<file path="src/rtl/fireball_ctrl.sv">
// Fireball sprite sequencer: launch handshake, per-frame motion, edge exit or hit,
// explosion timing and relaunch cooldown for a single on-screen sprite.
module fireball_ctrl #(
    parameter int FB_WIDTH        = 64,
    parameter int FB_HEIGHT       = 64,
    parameter int SCREEN_W        = 800,
    parameter int SCREEN_H        = 600,
    parameter int BOOM_FRAMES     = 8,
    parameter int COOLDOWN_FRAMES = 30
) (
    input  logic       clk,
    input  logic       rst,
    input  logic       frame_tick,
    input  logic       launch_req,
    input  logic [9:0] launch_h,
    input  logic [9:0] launch_v,
    input  logic [9:0] launch_h_speed,
    input  logic [9:0] launch_v_speed,
    input  logic       launch_h_neg,
    input  logic       launch_v_neg,
    input  logic       hit,
    output logic       launch_ack,
    output logic [9:0] fireball_h_coord,
    output logic [9:0] fireball_v_coord,
    output logic       fireball_active,
    output logic       fireball_exploding,
    output logic       busy
);

    typedef enum logic [1:0] {
        ST_IDLE = 2'd0,
        ST_FLY  = 2'd1,
        ST_BOOM = 2'd2,
        ST_COOL = 2'd3
    } state_t;

    localparam logic        HAS_COOL  = (COOLDOWN_FRAMES != 0);
    localparam logic [15:0] BOOM_LAST = 16'(BOOM_FRAMES - 1);
    localparam logic [15:0] COOL_LAST = 16'(COOLDOWN_FRAMES - 1);
    localparam logic [10:0] H_LIMIT   = 11'(SCREEN_W - 1);
    localparam logic [10:0] V_LIMIT   = 11'(SCREEN_H - 1);
    localparam logic [10:0] H_SIZE    = 11'(FB_WIDTH);
    localparam logic [10:0] V_SIZE    = 11'(FB_HEIGHT + 1);

    state_t      state_r, state_s;
    logic [9:0]  h_r, v_r, h_speed_r, v_speed_r;
    logic        h_neg_r, v_neg_r;
    logic [15:0] cnt_r;
    logic        ack_r, active_r, exploding_r, busy_r;

    logic        load_s, step_s, cnt_clr_s, cnt_inc_s, ack_s;
    logic [10:0] h_far_s, v_far_s;
    logic        exit_h_s, exit_v_s;
    logic [9:0]  h_next_s, v_next_s;
    state_t      after_boom_s;

    // Exit test on current coordinates; a zero-speed axis can never exit.
    always_comb begin
        h_far_s  = {1'b0, h_r} + H_SIZE + {1'b0, h_speed_r};
        v_far_s  = {1'b0, v_r} + V_SIZE + {1'b0, v_speed_r};
        exit_h_s = 1'b0;
        exit_v_s = 1'b0;
        if (h_speed_r != 10'd0) begin
            exit_h_s = h_neg_r ? (h_r < h_speed_r) : (h_far_s > H_LIMIT);
        end else begin
            exit_h_s = 1'b0;
        end
        if (v_speed_r != 10'd0) begin
            exit_v_s = v_neg_r ? (v_r < v_speed_r) : (v_far_s > V_LIMIT);
        end else begin
            exit_v_s = 1'b0;
        end
        h_next_s     = h_neg_r ? (h_r - h_speed_r) : (h_r + h_speed_r);
        v_next_s     = v_neg_r ? (v_r - v_speed_r) : (v_r + v_speed_r);
        after_boom_s = HAS_COOL ? ST_COOL : ST_IDLE;
    end

    // Next-state and datapath control decode.
    always_comb begin
        state_s   = state_r;
        load_s    = 1'b0;
        step_s    = 1'b0;
        cnt_clr_s = 1'b0;
        cnt_inc_s = 1'b0;
        ack_s     = 1'b0;
        case (state_r)
            ST_IDLE: begin
                if (launch_req) begin
                    state_s   = ST_FLY;
                    load_s    = 1'b1;
                    ack_s     = 1'b1;
                    cnt_clr_s = 1'b1;
                end else begin
                    state_s = ST_IDLE;
                end
            end
            ST_FLY: begin
                if (hit) begin
                    state_s   = ST_BOOM;
                    cnt_clr_s = 1'b1;
                end else if (frame_tick) begin
                    if (exit_h_s || exit_v_s) begin
                        state_s   = after_boom_s;
                        cnt_clr_s = 1'b1;
                    end else begin
                        step_s = 1'b1;
                    end
                end else begin
                    state_s = ST_FLY;
                end
            end
            ST_BOOM: begin
                if (frame_tick) begin
                    if (cnt_r == BOOM_LAST) begin
                        state_s   = after_boom_s;
                        cnt_clr_s = 1'b1;
                    end else begin
                        cnt_inc_s = 1'b1;
                    end
                end else begin
                    state_s = ST_BOOM;
                end
            end
            ST_COOL: begin
                if (frame_tick) begin
                    if (cnt_r == COOL_LAST) begin
                        state_s   = ST_IDLE;
                        cnt_clr_s = 1'b1;
                    end else begin
                        cnt_inc_s = 1'b1;
                    end
                end else begin
                    state_s = ST_COOL;
                end
            end
            default: begin
                state_s   = ST_IDLE;
                cnt_clr_s = 1'b1;
            end
        endcase
    end

    // State, counter and status flags; flags follow the next state so they line up with it.
    always_ff @(posedge clk or posedge rst) begin
        if (rst) begin
            state_r     <= ST_IDLE;
            cnt_r       <= 16'd0;
            ack_r       <= 1'b0;
            active_r    <= 1'b0;
            exploding_r <= 1'b0;
            busy_r      <= 1'b0;
        end else begin
            state_r     <= state_s;
            ack_r       <= ack_s;
            active_r    <= (state_s == ST_FLY);
            exploding_r <= (state_s == ST_BOOM);
            busy_r      <= (state_s != ST_IDLE);
            if (cnt_clr_s) begin
                cnt_r <= 16'd0;
            end else if (cnt_inc_s) begin
                cnt_r <= cnt_r + 16'd1;
            end else begin
                cnt_r <= cnt_r;
            end
        end
    end

    // Position, speed and direction registers.
    always_ff @(posedge clk or posedge rst) begin
        if (rst) begin
            h_r       <= 10'd0;
            v_r       <= 10'd0;
            h_speed_r <= 10'd0;
            v_speed_r <= 10'd0;
            h_neg_r   <= 1'b0;
            v_neg_r   <= 1'b0;
        end else if (load_s) begin
            h_r       <= launch_h;
            v_r       <= launch_v;
            h_speed_r <= launch_h_speed;
            v_speed_r <= launch_v_speed;
            h_neg_r   <= launch_h_neg;
            v_neg_r   <= launch_v_neg;
        end else if (step_s) begin
            h_r <= h_next_s;
            v_r <= v_next_s;
        end else begin
            h_r <= h_r;
            v_r <= v_r;
        end
    end

    assign launch_ack         = ack_r;
    assign fireball_h_coord   = h_r;
    assign fireball_v_coord   = v_r;
    assign fireball_active    = active_r;
    assign fireball_exploding = exploding_r;
    assign busy               = busy_r;

endmodule

</file>
<file path="config.mk">
export PLATFORM = sky130hd
export DESIGN_NAME = fireball_ctrl
export DESIGN_NICKNAME = d
export VERILOG_FILES = /design/src/rtl/fireball_ctrl.sv
export SDC_FILE = /design/constraint.sdc
export NUM_CORES = 1
export LEC_CHECK = 0
export BUFFER_PORTS_ARGS = -buffer_cell sky130_fd_sc_hd__buf_2
export CAP_MARGIN = 30
export CORE_UTILIZATION = 25
export DETAILED_ROUTE_END_ITERATION = 10
export MAX_ROUTING_LAYER = met4
export PLACE_DENSITY = 0.5
export SYNTH_ARGS = -nofsm -noshare
export SYNTH_HDL_FRONTEND = slang
export SYNTH_SLANG_ARGS = --single-unit
</file>
<file path="constraint.sdc">
create_clock -name clk -period 9.6 [get_ports clk]
set_input_delay 1.44 -clock clk [delete_from_list [all_inputs] [get_ports clk]]
set_output_delay 1.44 -clock clk [all_outputs]
set_load 0.005 [all_outputs]
</file>
### Yosys cells after proc, flatten, opt, wreduce, memory -nomap -nowiden

Cells that the tools add are included.

| storage, ports and cells | value |
|---|---|
| register bits after elaboration | 64 |
| output and inout port bits | 24 |
| word-level logic and storage cells | 79 |

| cells by class | value |
|---|---|
| $add $sub $neg | 9 |
| magnitude comparators | 4 |
| equal/unequal tests | 7 |
| muxes and demuxes | 40 |
| reduce and logical (&&, ||, !) cells | 7 |

Operator list:

| kind | count |
|---|---|
| 10-bit 2-to-1 mux | 6 |
| 16-bit 2-to-1 mux | 2 |
| 10-bit by 7-bit adder with 11-bit output (second input constant) | 2 |
| 11-bit by 10-bit adder with 11-bit output | 2 |
| 11-bit by 10-bit > comparator with 1-bit output (second input constant) | 2 |
| 1-bit 2-to-1 mux | 22 |
| 10-bit adder | 2 |
| 10-bit < comparator | 2 |
| 10-bit nonzero test | 2 |
| 10-bit subtractor | 2 |
| 16-bit by 1-bit adder with 16-bit output (second input constant) | 1 |
| 16-bit by 3-bit == test with 1-bit output (second input constant) | 1 |
| 16-bit by 5-bit == test with 1-bit output (second input constant) | 1 |
| 2-bit 2-to-1 mux | 7 |
| 2-bit case mux with 4 select lines | 1 |
| 2-bit == test (second input constant) | 3 |
| 2-bit nonzero test | 3 |
| 2-bit by 1-bit == test with 1-bit output (second input constant) | 2 |
| 1-bit case mux with 4 select lines | 1 |
| 2-bit logical NOT | 1 |
| 1-bit case mux with 2 select lines | 1 |
| 1-bit logical OR | 1 |

### Longest topological paths before layout

Gate-level depths: netlist of the first run.

| logic depth | value |
|---|---|
| word-level depth | 12 |
| mapped depth | 16 |
| mapped depth without buffers | 15 |

### Worst setup path after synthesis of the first run

OpenSTA, ideal clock, no wires.

| timing path | value |
|---|---|
| path type | register to register |
| start point | register h_speed_r[1] |
| end point | register h_r[1], in the netlist fireball_h_coord[1] |
| data arrival time | 3.403 ns |
| path slack | 6.060 ns |
| cell stages (with the launch flop) | 16 |
| buffers on the path | 1 |
| period minus slack after synthesis | 3.540 ns |
| cell sequence | dfrtp_1 > inv_1 > ha_1 > inv_1 > ha_1 > fa_1 > nor2b_1 > o31a_1 > o31ai_1 > xor2_1 > a211oi_1 > o311a_1 > nor3_4 > buf_8 > mux2i_1 > a21oi_1 |

| on the way | value |
|---|---|
| word-level cells in the longest chain between the ends | 10 |
| elaborated cells on any way between the ends | 17 |
| classes of those cells | add/sub (3); order compare (2); mux (9); reduce/logical (3) |

Ends and longest elaborated chain:

| element | RTL line | RTL |
|---|---|---|
| start: declaration | 46 | `logic [9:0] h_r, v_r, h_speed_r, v_speed_r;` |
| start signal: assignment | 180 | `h_speed_r <= launch_h_speed;` |
| 11-bit by 10-bit adder with 11-bit output | 59 | `h_far_s = {1'b0, h_r} + H_SIZE + {1'b0, h_speed_r};` |
| 11-bit by 10-bit > comparator with 1-bit output | 64 | `exit_h_s = h_neg_r ? (h_r < h_speed_r) : (h_far_s > H_LIMIT);` |
| 1-bit 2-to-1 mux | 64 |  |
| 1-bit 2-to-1 mux | 63 | `if (h_speed_r != 10'd0) begin` |
| 1-bit logical OR | 102 | `if (exit_h_s \|\| exit_v_s) begin` |
| 1-bit 2-to-1 mux | 102 |  |
| 1-bit 2-to-1 mux | 101 | `end else if (frame_tick) begin` |
| 1-bit 2-to-1 mux | 98 | `if (hit) begin` |
| 1-bit 2-to-1 mux | 86 | `case (state_r)` |
| 2-bit nonzero test (no source line) | - |  |
| end signal: assignment | 178 | `h_r <= launch_h;` |
| end signal: assignment | 185 | `h_r <= h_next_s;` |
| end signal: assignment | 188 | `h_r <= h_r;` |
| end: declaration | 46 |  |

Parallel ways exist; a longest one is shown, timed or not. The select of a mux whose other input is x is not followed.
A chain may end at the register's enable or synchronous reset.

### Worst setup path after layout of the first run

| timing path | value |
|---|---|
| start point | register h_speed_r[1] |
| end point | register h_r[9], in the netlist fireball_h_coord[9] |

Same word-level chain as after synthesis.

==> key figures, run 1 <==
Die
  • Row count: 54
  • Die W: 151.7 um
  • Core area: 0.02189 sq mm
  • Die Height: 151.7 um
  • IO Pins: 71
  • Initial Utilization: 25.59%
  • Die ar.: 0.02301 sq mm

Finish
  • Share of cells above drive strength 1: 13.89%
  • Commonest non-fill, non-tap cell in the layout: inv_1
  • Multi-input logic area: 0.003611 sq mm
  • Most frequent cells in the layout: inv_1, buf_2, dfrtp_1
  • Layout Utilization: 30.16%
  • Final nets: 850
  • Antenna diodes: 0
  • Register area: 0.001602 sq mm
  • P&R area growth vs syn: 17.85%
  • Fill count: 2386

Drt
  • Via count: 4728
  • TritonRoute pass-1 iters: 5
  • Detail Route Antenna Nets: 0
  • Vias per cell: 4.695
  • Post-DR wirelength/cell: 15.19 um
  • Starting DRT DRC Count: 183
  • Routed wire length: 15.29 mm
  • DRC errors left: 0

CTS
  • Post-CTS sizing: 0
  • Hold Buf Count CTS: 0
  • TritonCTS buffer count: 9
  • Post-CTS setup buffers: 0
  • Worst-path clk slew: 0.06 ns
  • CTS tree: built
  • H-Tree Level Count: 3
  • Max clock buf depth: 2
  • Clock Sinks: 64
  • CTS root buf: clkbuf_16
  • Clock Latency Late Sink: 0.34 ns

Global route
  • Grt met3 use: 3.263%
  • Met1 Track Usage GR: 19.97%
  • Initial antenna violation count: 0
  • Vias in the first global route: 4802
  • Largest net degree at the start of global routing: 65
  • GRT Total Usage: 14.67%
  • Remaining global-route overflow: 0
  • Top Usage Layer GRT: met2
  • Met2 Track Usage GR: 21.82%
  • First-pass GRT wire length: 25.23 mm

Synthesis
  • Yosys reg bits: 64
  • Post-synthesis cell type with the largest combined area: dfrtp_1
  • Yosys top cell area share: 28.59%
  • Distinct cells, synth: 57
  • Synth warn: 0
  • Syn_area_per_cell: 8.565 sq um
  • Async SR Flop Fraction: 100.0%
  • Number of synthesized flops with an enable pin: 0
  • Syn Inst Count: 654
  • Seq/Total Area, Yosys: 28.59%
  • Top_reg_cell synth: dfrtp_1
  • Synthesized area: 0.005602 sq mm
  • Syn Nets: 782
  • Top post-synthesis cells by area: dfrtp_1, ha_1, fa_1

Placed design
  • DP HPWL: 11.78 mm
  • PortBufs: 70
  • Gpl congestion: 0.8326

Run
  • Total of max-cap violations: 0

Power and ir drop
  • Leak Pwr: 3.067 nW
  • VDD IR-drop max: 92.29 uV
  • Pwr dens: 405.6 mW/mm^2

STA
  • Final Slew Violations: 0
  • TNS Setup: 0 ns
  • Max_slew headroom: 39.97%
  • Worst slew pin tran: 0.9005 ns
  • Unrepaired setup endpoints after global routing: false
  • Clk_skew: 0.007166 ns
  • Setup violators final: 0
  • Fin. Hold Viols: 0
  • Post-layout min period: 4.301 ns
  • Peak Freq: 232.5 MHz
  • Period utilization: 44.80%

Worst hold path
  • Hold crit path type: flop to flop

Critical path
  • Largest stage delay on the critical path: 0.64 ns
  • CP Max Fanout: 14
  • Sequence of cells on the critical path: inv_1 -> ha_1 -> inv_1 -> ha_1 -> fa_1 -> nor2b_1 -> o31a_1 -> o31ai_1 -> xor2_1 -> a211oi_1 -> o311a_1 -> nor3_4 -> buf_4 -> mux2i_1 -> o21ai_0
  • Worst Path Arrival: 4.51 ns
  • Worst endpoint required time: 9.81 ns
  • Crit start category: flop
  • Slowest-stage cell, CP: nor3_4
  • Setup CP Type: flop to flop
  • CP endpoint kind: flop

Run status
  • Status: completed
-- routing by layer --
layer / up-vias / part of all wire [%]
li1: 2360 / -
met1: 2258 / 51
met2: 96 / 44
met3: 14 / 4.5
met4: 0 / 1.2
met5: - / 0
-- state kept, by name, indices dropped and copies added (netlist names) --
| register | cells |
|---|---|
| cnt_r | 16 |
| fireball_h_coord | 10 |
| fireball_v_coord | 10 |
| h_speed_r | 10 |
| v_speed_r | 10 |
| state_r | 2 |
| busy | 1 |
| fireball_active | 1 |
| fireball_exploding | 1 |
| h_neg_r | 1 |
| launch_ack | 1 |
| v_neg_r | 1 |
-- worst paths after layout --
| path | from | to | slack (ns) | cells after the start |
|---|---|---|---|---|
| max | h_speed_r[1] | fireball_h_coord[9] | 5.30 | 15 |
| min | cnt_r[15] | cnt_r[15] | 0.55 | 2 |
| max reg2reg | h_speed_r[1] | fireball_h_coord[9] | 5.30 | 15 |
| min reg2reg | cnt_r[15] | cnt_r[15] | 0.55 | 2 |
| max in group asynchronous | rst | fireball_v_coord[1] | 7.64 | 3 |
| min in group asynchronous | rst | cnt_r[13] | 1.36 | 3 |
-- area by class of cell --
| class | count | share of cell area [%] |
|---|---|---|
| clock buffer | 10 | 3.620 |
| clock inverter | 6 | 1.384 |
| sequential | 64 | 24.26 |
| tap | 280 | 5.307 |
| multi-input combinational | 490 | 54.70 |
| inverter | 82 | 4.663 |
| timing repair buffer | 75 | 6.065 |
-- cells in the mapped netlist, types with 3 or more instances --
master    count
o21bai_1      6
and3_1        8
a21oi_1      36
xnor2_1      25
xor2_1       12
o311ai_0      4
o21ai_0      50
nor4_1        8
nand2b_1     12
inv_1        82
a31o_2        4
nand3_1      11
nand4_1       8
clkbuf_1     14
nor2_1       48
ha_1         63
a31oi_1      10
o21a_1        4
nor2b_1      13
nor3b_1       3
dfrtp_1      64
o31ai_1       8
and2_1        5
nor3_1        8
or4_1         4
mux2i_1      22
nand2_1      62
a21o_1        3
fa_1         18
o211ai_1      4
a311oi_1      3
-- worst max-delay path: cells and delay by family, from the launching register on --
family,cells,cell delay [ns]
buffers and inverters,3,0.54
adders and majority gates,3,0.87
xor gates and xnor gates,1,0.17
muxes,1,0.22
DFF,1,0.41
AOI/OAI and AO/OA,5,1.15
and+or+nand+nor,2,0.79
-- power breakdown --
part / switching, mW / leakage, nW / internal [mW]
Clock: 0.134 / 0.163 / 0.236
Sequential: 0.146 / 0.772 / 0.368
Combinational: 1.01 / 2.13 / 0.781
Total: 1.29 / 3.07 / 1.38
-- logic make-up after synthesis --
group | Yosys count | share of synthesized area, %
flip-flops | 64 | 28.59
AO/OA/AOI/OAI | 155 | 17.27
XOR/XNOR | 37 | 5.785
adder cells (fa/ha/maj) | 81 | 20.50
AND/OR/NAND/NOR | 195 | 16.98
multiplexers | 22 | 3.931
buffers and inverters | 100 | 6.947
-- through the flow --
stage / power (mW) / instances / cell area (sq um) / hold WS (ns) / setup WS (ns)
after detailed placement: 2.306 / 991 / 6271 / 0.5406 / 5.273
after global routing: 2.973 / 1007 / 6601 / 0.5894 / 4.947
after global placement: 2.306 / 990 / 6251 / 0.5417 / 5.415
after CTS: 2.701 / 1007 / 6601 / 0.5527 / 5.246
after floorplan: 1.858 / 654 / 5602 / 0.4976 / 6.060
final: 2.677 / 1007 / 6601 / 0.5517 / 5.299
(Power assumes the default switching activity.)
==> run 2: changes to the inputs <==
==> constraint.sdc (replaced) <==
create_clock -name clk -period 4.45 [get_ports clk]
set_input_delay 0.6675 -clock clk [delete_from_list [all_inputs] [get_ports clk]]
set_output_delay 0.6675 -clock clk [all_outputs]
set_load 0.005 [all_outputs]
==> run 2 against run 1 <==
Highest routed layer unchanged. Fmax increased by 17%. Die area unchanged. Largest cell class unchanged. First-iteration DRC count increased by 15%. Critical path type unchanged. Register-to-register slack got worse by 4.5 ns. Non-clock buffer count increased by 1. Largest power group unchanged.
==> key figures, run 2 (same netlist as run 1, synthesis figures left out) <==
Drt
  • TritonRoute pass-1 iters: 4 (-1)
  • Vias per cell: 4.663 (-0.68%)
  • Post-DR wirelength/cell: 14.89 um (-2.0%)
  • DRC errors left: 0 (unchanged)
  • Detail Route Antenna Nets: 0 (unchanged)
  • Via count: 4705 (-0.49%)
  • Routed wire length: 15.02 mm (-1.8%)
  • Starting DRT DRC Count: 211 (+15%)

Power and ir drop
  • Leak Pwr: 3.078 nW (+0.38%)
  • Pwr dens: 875.1 mW/mm^2 (+120%)
  • VDD IR-drop max: 240.8 uV (+160%)

Finish
  • Max reg flops: 16 (unchanged)
  • Share of cells above drive strength 1: 14.01% (+0.12 points)
  • Final nets: 851 (+0.12%)
  • Reg with most FFs: cnt_r
  • Most frequent cells in the layout: inv_1, buf_2, dfrtp_1
  • Commonest non-fill, non-tap cell in the layout: inv_1
  • Fin cells: 1009 (+0.20%)
  • P&R area growth vs syn: 18.25%

Die
  • Core area: 0.02189 sq mm (unchanged)
  • IO Pins: 71 (unchanged)
  • Initial Utilization: 25.59% (unchanged)
  • Row count: 54 (unchanged)
  • Die Height: 151.7 um (unchanged)
  • Die ar.: 0.02301 sq mm (unchanged)
  • Die W: 151.7 um (unchanged)

Global route
  • Initial antenna violation count: 1 (+1)
  • GRT Total Usage: 14.52% (-0.15 points)
  • Vias in the first global route: 4812 (+0.21%)
  • Remaining global-route overflow: 0 (unchanged)
  • First-pass GRT wire length: 25.08 mm (-0.60%)
  • Largest net degree at the start of global routing: 48 (-26%)

CTS
  • Clock Sinks: 64 (unchanged)
  • Worst-path clk slew: 0.06 ns (about the same)
  • Post-CTS sizing: 0 (unchanged)
  • CTS root buf: clkbuf_16
  • Clock Latency Late Sink: 0.33 ns (about the same)
  • Hold Buf Count CTS: 0 (unchanged)
  • CTS tree: built
  • TritonCTS buffer count: 9 (unchanged)
  • Max clock buf depth: 2 (unchanged)
  • Post-CTS setup buffers: 0 (unchanged)
  • H-Tree Level Count: 3 (unchanged)

STA
  • Post-layout min period: 3.687 ns (-0.6141 ns)
  • Period utilization: 82.84% (+38 points)
  • Max_slew headroom: 48.91% (+8.9 points)
  • Setup violators final: 0 (unchanged)
  • Clk_skew: 0.006283 ns (-0.0008827 ns)
  • Fin. Hold Viols: 0 (unchanged)
  • Peak Freq: 271.3 MHz (+17%)
  • TNS Setup: 0 ns (unchanged)
  • Final Slew Violations: 0 (unchanged)
  • Worst slew pin tran: 0.7652 ns (-0.1353 ns)
  • Unrepaired setup endpoints after global routing: false

Critical path
  • CP endpoint kind: flop
  • Reg2reg start: h_speed_r[1]
  • Origin of the worst setup path: h_speed_r[1]
  • CP Max Fanout: 13 (-1)
  • Crit start category: flop
  • Setup CP Type: flop to flop
  • Worst endpoint required time: 4.63 ns (-5.18 ns)
  • Worst Path Arrival: 3.87 ns (-0.64 ns)

Run
  • Total of max-cap violations: 0 (unchanged)

Placed design
  • PortBufs: 70 (unchanged)
  • Gpl congestion: 0.8313 (-0.16%)
  • Placed insts: 992 (+0.10%)
  • DP HPWL: 11.88 mm (+0.82%)

Run status
  • Status: completed

Worst hold path
  • Hold crit path type: primary input to async pin
## run 2: cell type report
type | count | area (sq um)
Inverter | 82 | 307.8
Clock inverter | 5 | 102.6
Fill cell | 2402 | 15270
Multi-Input combinational cell | 490 | 3611
Sequential cell | 64 | 1602
Clock buffer | 11 | 252.7
Tap cell | 280 | 350.3
Antenna cell | 1 | 2.502
Timing Repair Buffer | 76 | 395.4
## run 2: final timing paths
| path | to | cells past startpoint | slack [ns] |
|---|---|---|---|
| max in group asynchronous | v_speed_r[1] | 3 | 3.11 |
| setup / recovery | fireball_h_coord[7] | 15 | 0.76 |
| hold / removal | state_r[1] | 2 | 0.36 |
| setup reg to reg | fireball_h_coord[7] | 15 | 0.76 |
| hold reg to reg | cnt_r[15] | 2 | 0.56 |
| min in group clk | h_neg_r | 3 | 0.53 |
## run 2: power breakdown
group	leakage, nW	total (mW)	switching, mW	internal [mW]
registers	0.772	1.11	0.319	0.793
clock network	0.172	0.847	0.270	0.577
logic	2.13	3.84	2.16	1.68
total	3.08	5.80	2.74	3.05
## run 2: routing by layer
layer,track usage (%),share of wire (%)
met3,3.024,4.8
met4,3.366,0.47
met2,22.61,46
met1,19.21,49
met5,-,0
## run 2: through the flow
stage          setup slack (ns)  area (sq um)  utilization, %  power (mW)  hold slack (ns)
3_5_place_dp             0.7472          6266           28.62       4.963           0.5462
5_1_grt                  0.4339          6624           30.26       6.443           0.3974
2_1_floorplan            0.9104          5602               -       4.009           0.4976
6_report                 0.7635          6624           30.26       5.797           0.3594
4_1_cts                  0.7278          6621           30.25       5.854           0.3714
3_3_place_gp             0.8210          6266           28.62       4.969           0.5359
## run 2: worst max-delay path, stage by stage, from the launching register on
cell and delay [ns]:
dfrtp_1 0.42, inv_1 0.10, ha_1 0.30, inv_1 0.05, ha_1 0.22, fa_1 0.35, nor2b_1 0.15, o31a_1 0.28
o31ai_1 0.25, xor2_1 0.18, a211oi_1 0.09, o311a_1 0.39, nor3_4 0.19, buf_4 0.26, mux2i_1 0.23, o21ai_0 0.09
==> run 3: changes to the inputs <==
--- a/config.mk
+++ b/config.mk
@@ -10,7 +10,7 @@
 export CORE_UTILIZATION = 25
 export DETAILED_ROUTE_END_ITERATION = 10
 export MAX_ROUTING_LAYER = met4
-export PLACE_DENSITY = 0.5
+export PLACE_DENSITY = 0.51
 export SYNTH_ARGS = -nofsm -noshare
 export SYNTH_HDL_FRONTEND = slang
 export SYNTH_SLANG_ARGS = --single-unit
==> constraint.sdc (replaced) <==
create_clock -name clk -period 3.2 [get_ports clk]
set_input_delay 0.48 -clock clk [delete_from_list [all_inputs] [get_ports clk]]
set_output_delay 0.48 -clock clk [all_outputs]
set_load 0.005 [all_outputs]
==> run 3 against run 2 <==
The flow now finishes with violations (negative setup slack). Wire length up 6.1%. Critical path depth did not move. Cell area is 14% higher. Global-route usage is 0.63 points higher. Final cell count increased by 10%. Utilization grew 4.2 points. First-iteration DRC count increased by 5.7%. Clock skew fell by 0.00081 ns. Combinational power is 83% higher. Largest power group unchanged.
==> key figures, run 3 (same netlist as run 1, synthesis figures left out) <==
Drt
  • Via count: 5038 (+7.1%)
  • Routed wire length: 15.93 mm (+6.1%)
  • Detail Route Antenna Nets: 0 (unchanged)
  • TritonRoute pass-1 iters: 4 (unchanged)
  • Starting DRT DRC Count: 223 (+5.7%)
  • Post-DR wirelength/cell: 14.34 um (-3.7%)
  • Vias per cell: 4.535 (-2.8%)
  • DRC errors left: 0 (unchanged)

Critical path
  • Crit start category: flop
  • Worst endpoint required time: 3.41 ns (-1.22 ns)
  • Most Frequent Cell on Critical Path: ha_4
  • Slowest-stage cell, CP: dfrtp_1
  • Setup CP Type: flop to flop
  • Worst Path Arrival: 3.58 ns (-0.29 ns)
  • R2R cell count: 15 (unchanged)
  • Reg-to-Reg End: fireball_v_coord[1]
  • Largest stage delay on the critical path: 0.43 ns (about the same)
  • Sequence of cells on the critical path: ha_4 -> inv_2 -> ha_4 -> fa_2 -> nor2b_4 -> o31a_1 -> o31ai_2 -> xor2_1 -> a211oi_1 -> o311a_1 -> nor3_4 -> buf_4 -> clkbuf_16 -> mux2i_1 -> a21oi_1
  • R2R Setup Slk: -0.17 ns (-0.93 ns)
  • CP Max Fanout: 6 (-7)
  • Reg2reg start: fireball_h_coord[1]
  • CP endpoint kind: flop

Power and ir drop
  • Sw frac: 45.59% (-1.8 points)
  • Pwr dens: 1246 mW/mm^2 (+42%)
  • Seq pwr share: 15.1% (-4.1 points)
  • Internal power: 5.121 mW (+68%)
  • Switching power: 4.291 mW (+56%)
  • Clock group share of total power: 10.2% (-4.4 points)
  • Leak Pwr: 3.583 nW (+16%)
  • VDD IR-drop max: 405.3 uV (+68%)
  • Gate power share: 74.7% (+8.5 points)

Placed design
  • DP Area: 0.007063 sq mm (+13%)
  • Gpl congestion: 0.8561 (+3.0%)
  • PortBufs: 70 (unchanged)
  • DP HPWL: 12.20 mm (+2.8%)

STA
  • Final hold slack: 0.3294 ns (-0.03001 ns)
  • Fin. Hold Viols: 0 (unchanged)
  • Final WS setup: -0.1683 ns (-0.9317 ns)
  • Final Slew Violations: 0 (unchanged)
  • Unrepaired setup endpoints after global routing: true
  • Post-layout min period: 3.368 ns (-0.3183 ns)
  • Max_slew headroom: 40.44% (-8.5 points)
  • TNS Setup: -3.215 ns (-3.215 ns)
  • Period utilization: 105.3% (+22 points)
  • Setup violators final: 36 (+36)
  • Clk_skew: 0.005469 ns (-0.0008145 ns)
  • Peak Freq: 296.9 MHz (+9.4%)
  • Worst slew pin tran: 0.8934 ns (+0.1282 ns)

Finish
  • Max reg flops: 16 (unchanged)
  • Share of cells above drive strength 1: 28.04% (+14 points)
  • Post-route cell area: 0.007553 sq mm (+14%)
  • Antenna diodes: 0 (-1)
  • Final nets: 954 (+12%)
  • P&R area growth vs syn: 34.84%
  • Fill count: 2317 (-3.5%)
  • Commonest non-fill, non-tap cell in the layout: buf_4
  • Most frequent cells in the layout: buf_4, inv_1, buf_2
  • Reg with most FFs: cnt_r
  • Layout Utilization: 34.51% (+4.2 points)

Global route
  • Vias in the first global route: 5018 (+4.3%)
  • Remaining global-route overflow: 0 (unchanged)
  • Initial antenna violation count: 0 (-1)
  • Largest net degree at the start of global routing: 65 (+35%)
  • First-pass GRT wire length: 26.25 mm (+4.7%)
  • GRT Total Usage: 15.15% (+0.63 points)

CTS
  • Hold Buf Count CTS: 0 (unchanged)
  • CTS tree: built
  • H-Tree Level Count: 3 (unchanged)
  • TritonCTS buffer count: 9 (unchanged)
  • CTS root buf: clkbuf_16
  • Max clock buf depth: 2 (unchanged)
  • Clock Sinks: 64 (unchanged)
  • Worst-path clk slew: 0.06 ns (about the same)
  • Clock Latency Late Sink: 0.34 ns (about the same)

Run status
  • Status: finished, violations left
  • Failing checks: negative setup slack

Die
  • Core area: 0.02189 sq mm (unchanged)
  • Die ar.: 0.02301 sq mm (unchanged)
  • Die W: 151.7 um (unchanged)
  • IO Pins: 71 (unchanged)
  • Initial Utilization: 25.59% (unchanged)
  • Row count: 54 (unchanged)
  • Die Height: 151.7 um (unchanged)

Worst hold path
  • Hold EP: h_neg_r
  • Worst hold stages: 3
  • HP Start: launch_h_neg
  • Hold crit path type: primary input to flop

Run
  • Total of max-cap violations: 0 (unchanged)
==> run 3: cell count changes in the layout (fill, tap and decap cells not counted), moves of 4 or more <==
cell     change
buf_6        +5
o21ai_0      -5
buf_4       +94
nor2_1       -6
nor2_2       +5
o21ai_1      +4
==> run 3: critical path: cells and delay by family (launching register included) <==
kind	cells	cell delay (ns)
AO/OA/AOI/OAI	5	0.98
XOR/XNOR	1	0.18
adder cells (fa/ha/maj)	3	0.77
buffers and inverters	3	0.36
flip-flops	1	0.43
multiplexers	1	0.20
AND/OR/NAND/NOR	2	0.30
==> run 3: what timing repair did <==
item	CTS	global route
setup buffers	3	4
endpoints found under the setup margin	39	40
gates resized for setup	17	13
gates cloned	1	1
pin swaps	5	3
==> run 3: cell type report <==
cell class	instances	area (sq um)	share of cell area [%]
Multi-Input combinational cell	490	3760	49.78
Clock inverter	6	43.79	0.5798
Sequential cell	64	1603	21.22
Clock buffer	10	239.0	3.164
Inverter	82	307.8	4.075
Timing Repair Buffer	179	1250	16.55
Tap cell	280	350.3	4.638
==> run 3: worst max path at each step <==
stage                                   start                  end  slack [ns]
after floorplan                  h_speed_r[1]  fireball_h_coord[1]       -0.16
after global placement    fireball_v_coord[2]  fireball_h_coord[0]       -0.18
after detailed placement  fireball_v_coord[2]  fireball_h_coord[0]       -0.18
after CTS                 fireball_h_coord[1]  fireball_h_coord[1]       -0.14
after global routing      fireball_h_coord[1]  fireball_h_coord[4]       -0.36
final                     fireball_h_coord[1]  fireball_v_coord[1]       -0.17
==> run 3: per-stage QoR <==
stage               power (mW)  setup WS [ns]  std cells
global placement         8.094        -0.1810       1087
global route             10.41        -0.3572       1111
CTS                      9.292        -0.1406       1106
detailed placement       8.096        -0.1775       1087
finish                   9.411        -0.1683       1111
floorplan                5.667        -0.1615        654
==> run 3: power by group through the flow <==
stage | sequential (mW) | combinational (mW) | clock, mW
floorplan | 1.42 | 4.25 | 0
global placement | 1.42 | 6.67 | 0
detailed placement | 1.42 | 6.68 | 0
CTS | 1.42 | 6.88 | 0.991
global route | 1.47 | 7.91 | 1.02
finish | 1.42 | 7.03 | 0.962
==> run 3: per-layer routing <==
metal	global-route usage (%)	up-vias	part of all wire [%]
met3	2.784	9	4.1
met1	21.19	2359	52
met4	2.277	0	0.63
met5	-	-	0
met2	23.02	85	43
li1	-	2585	-
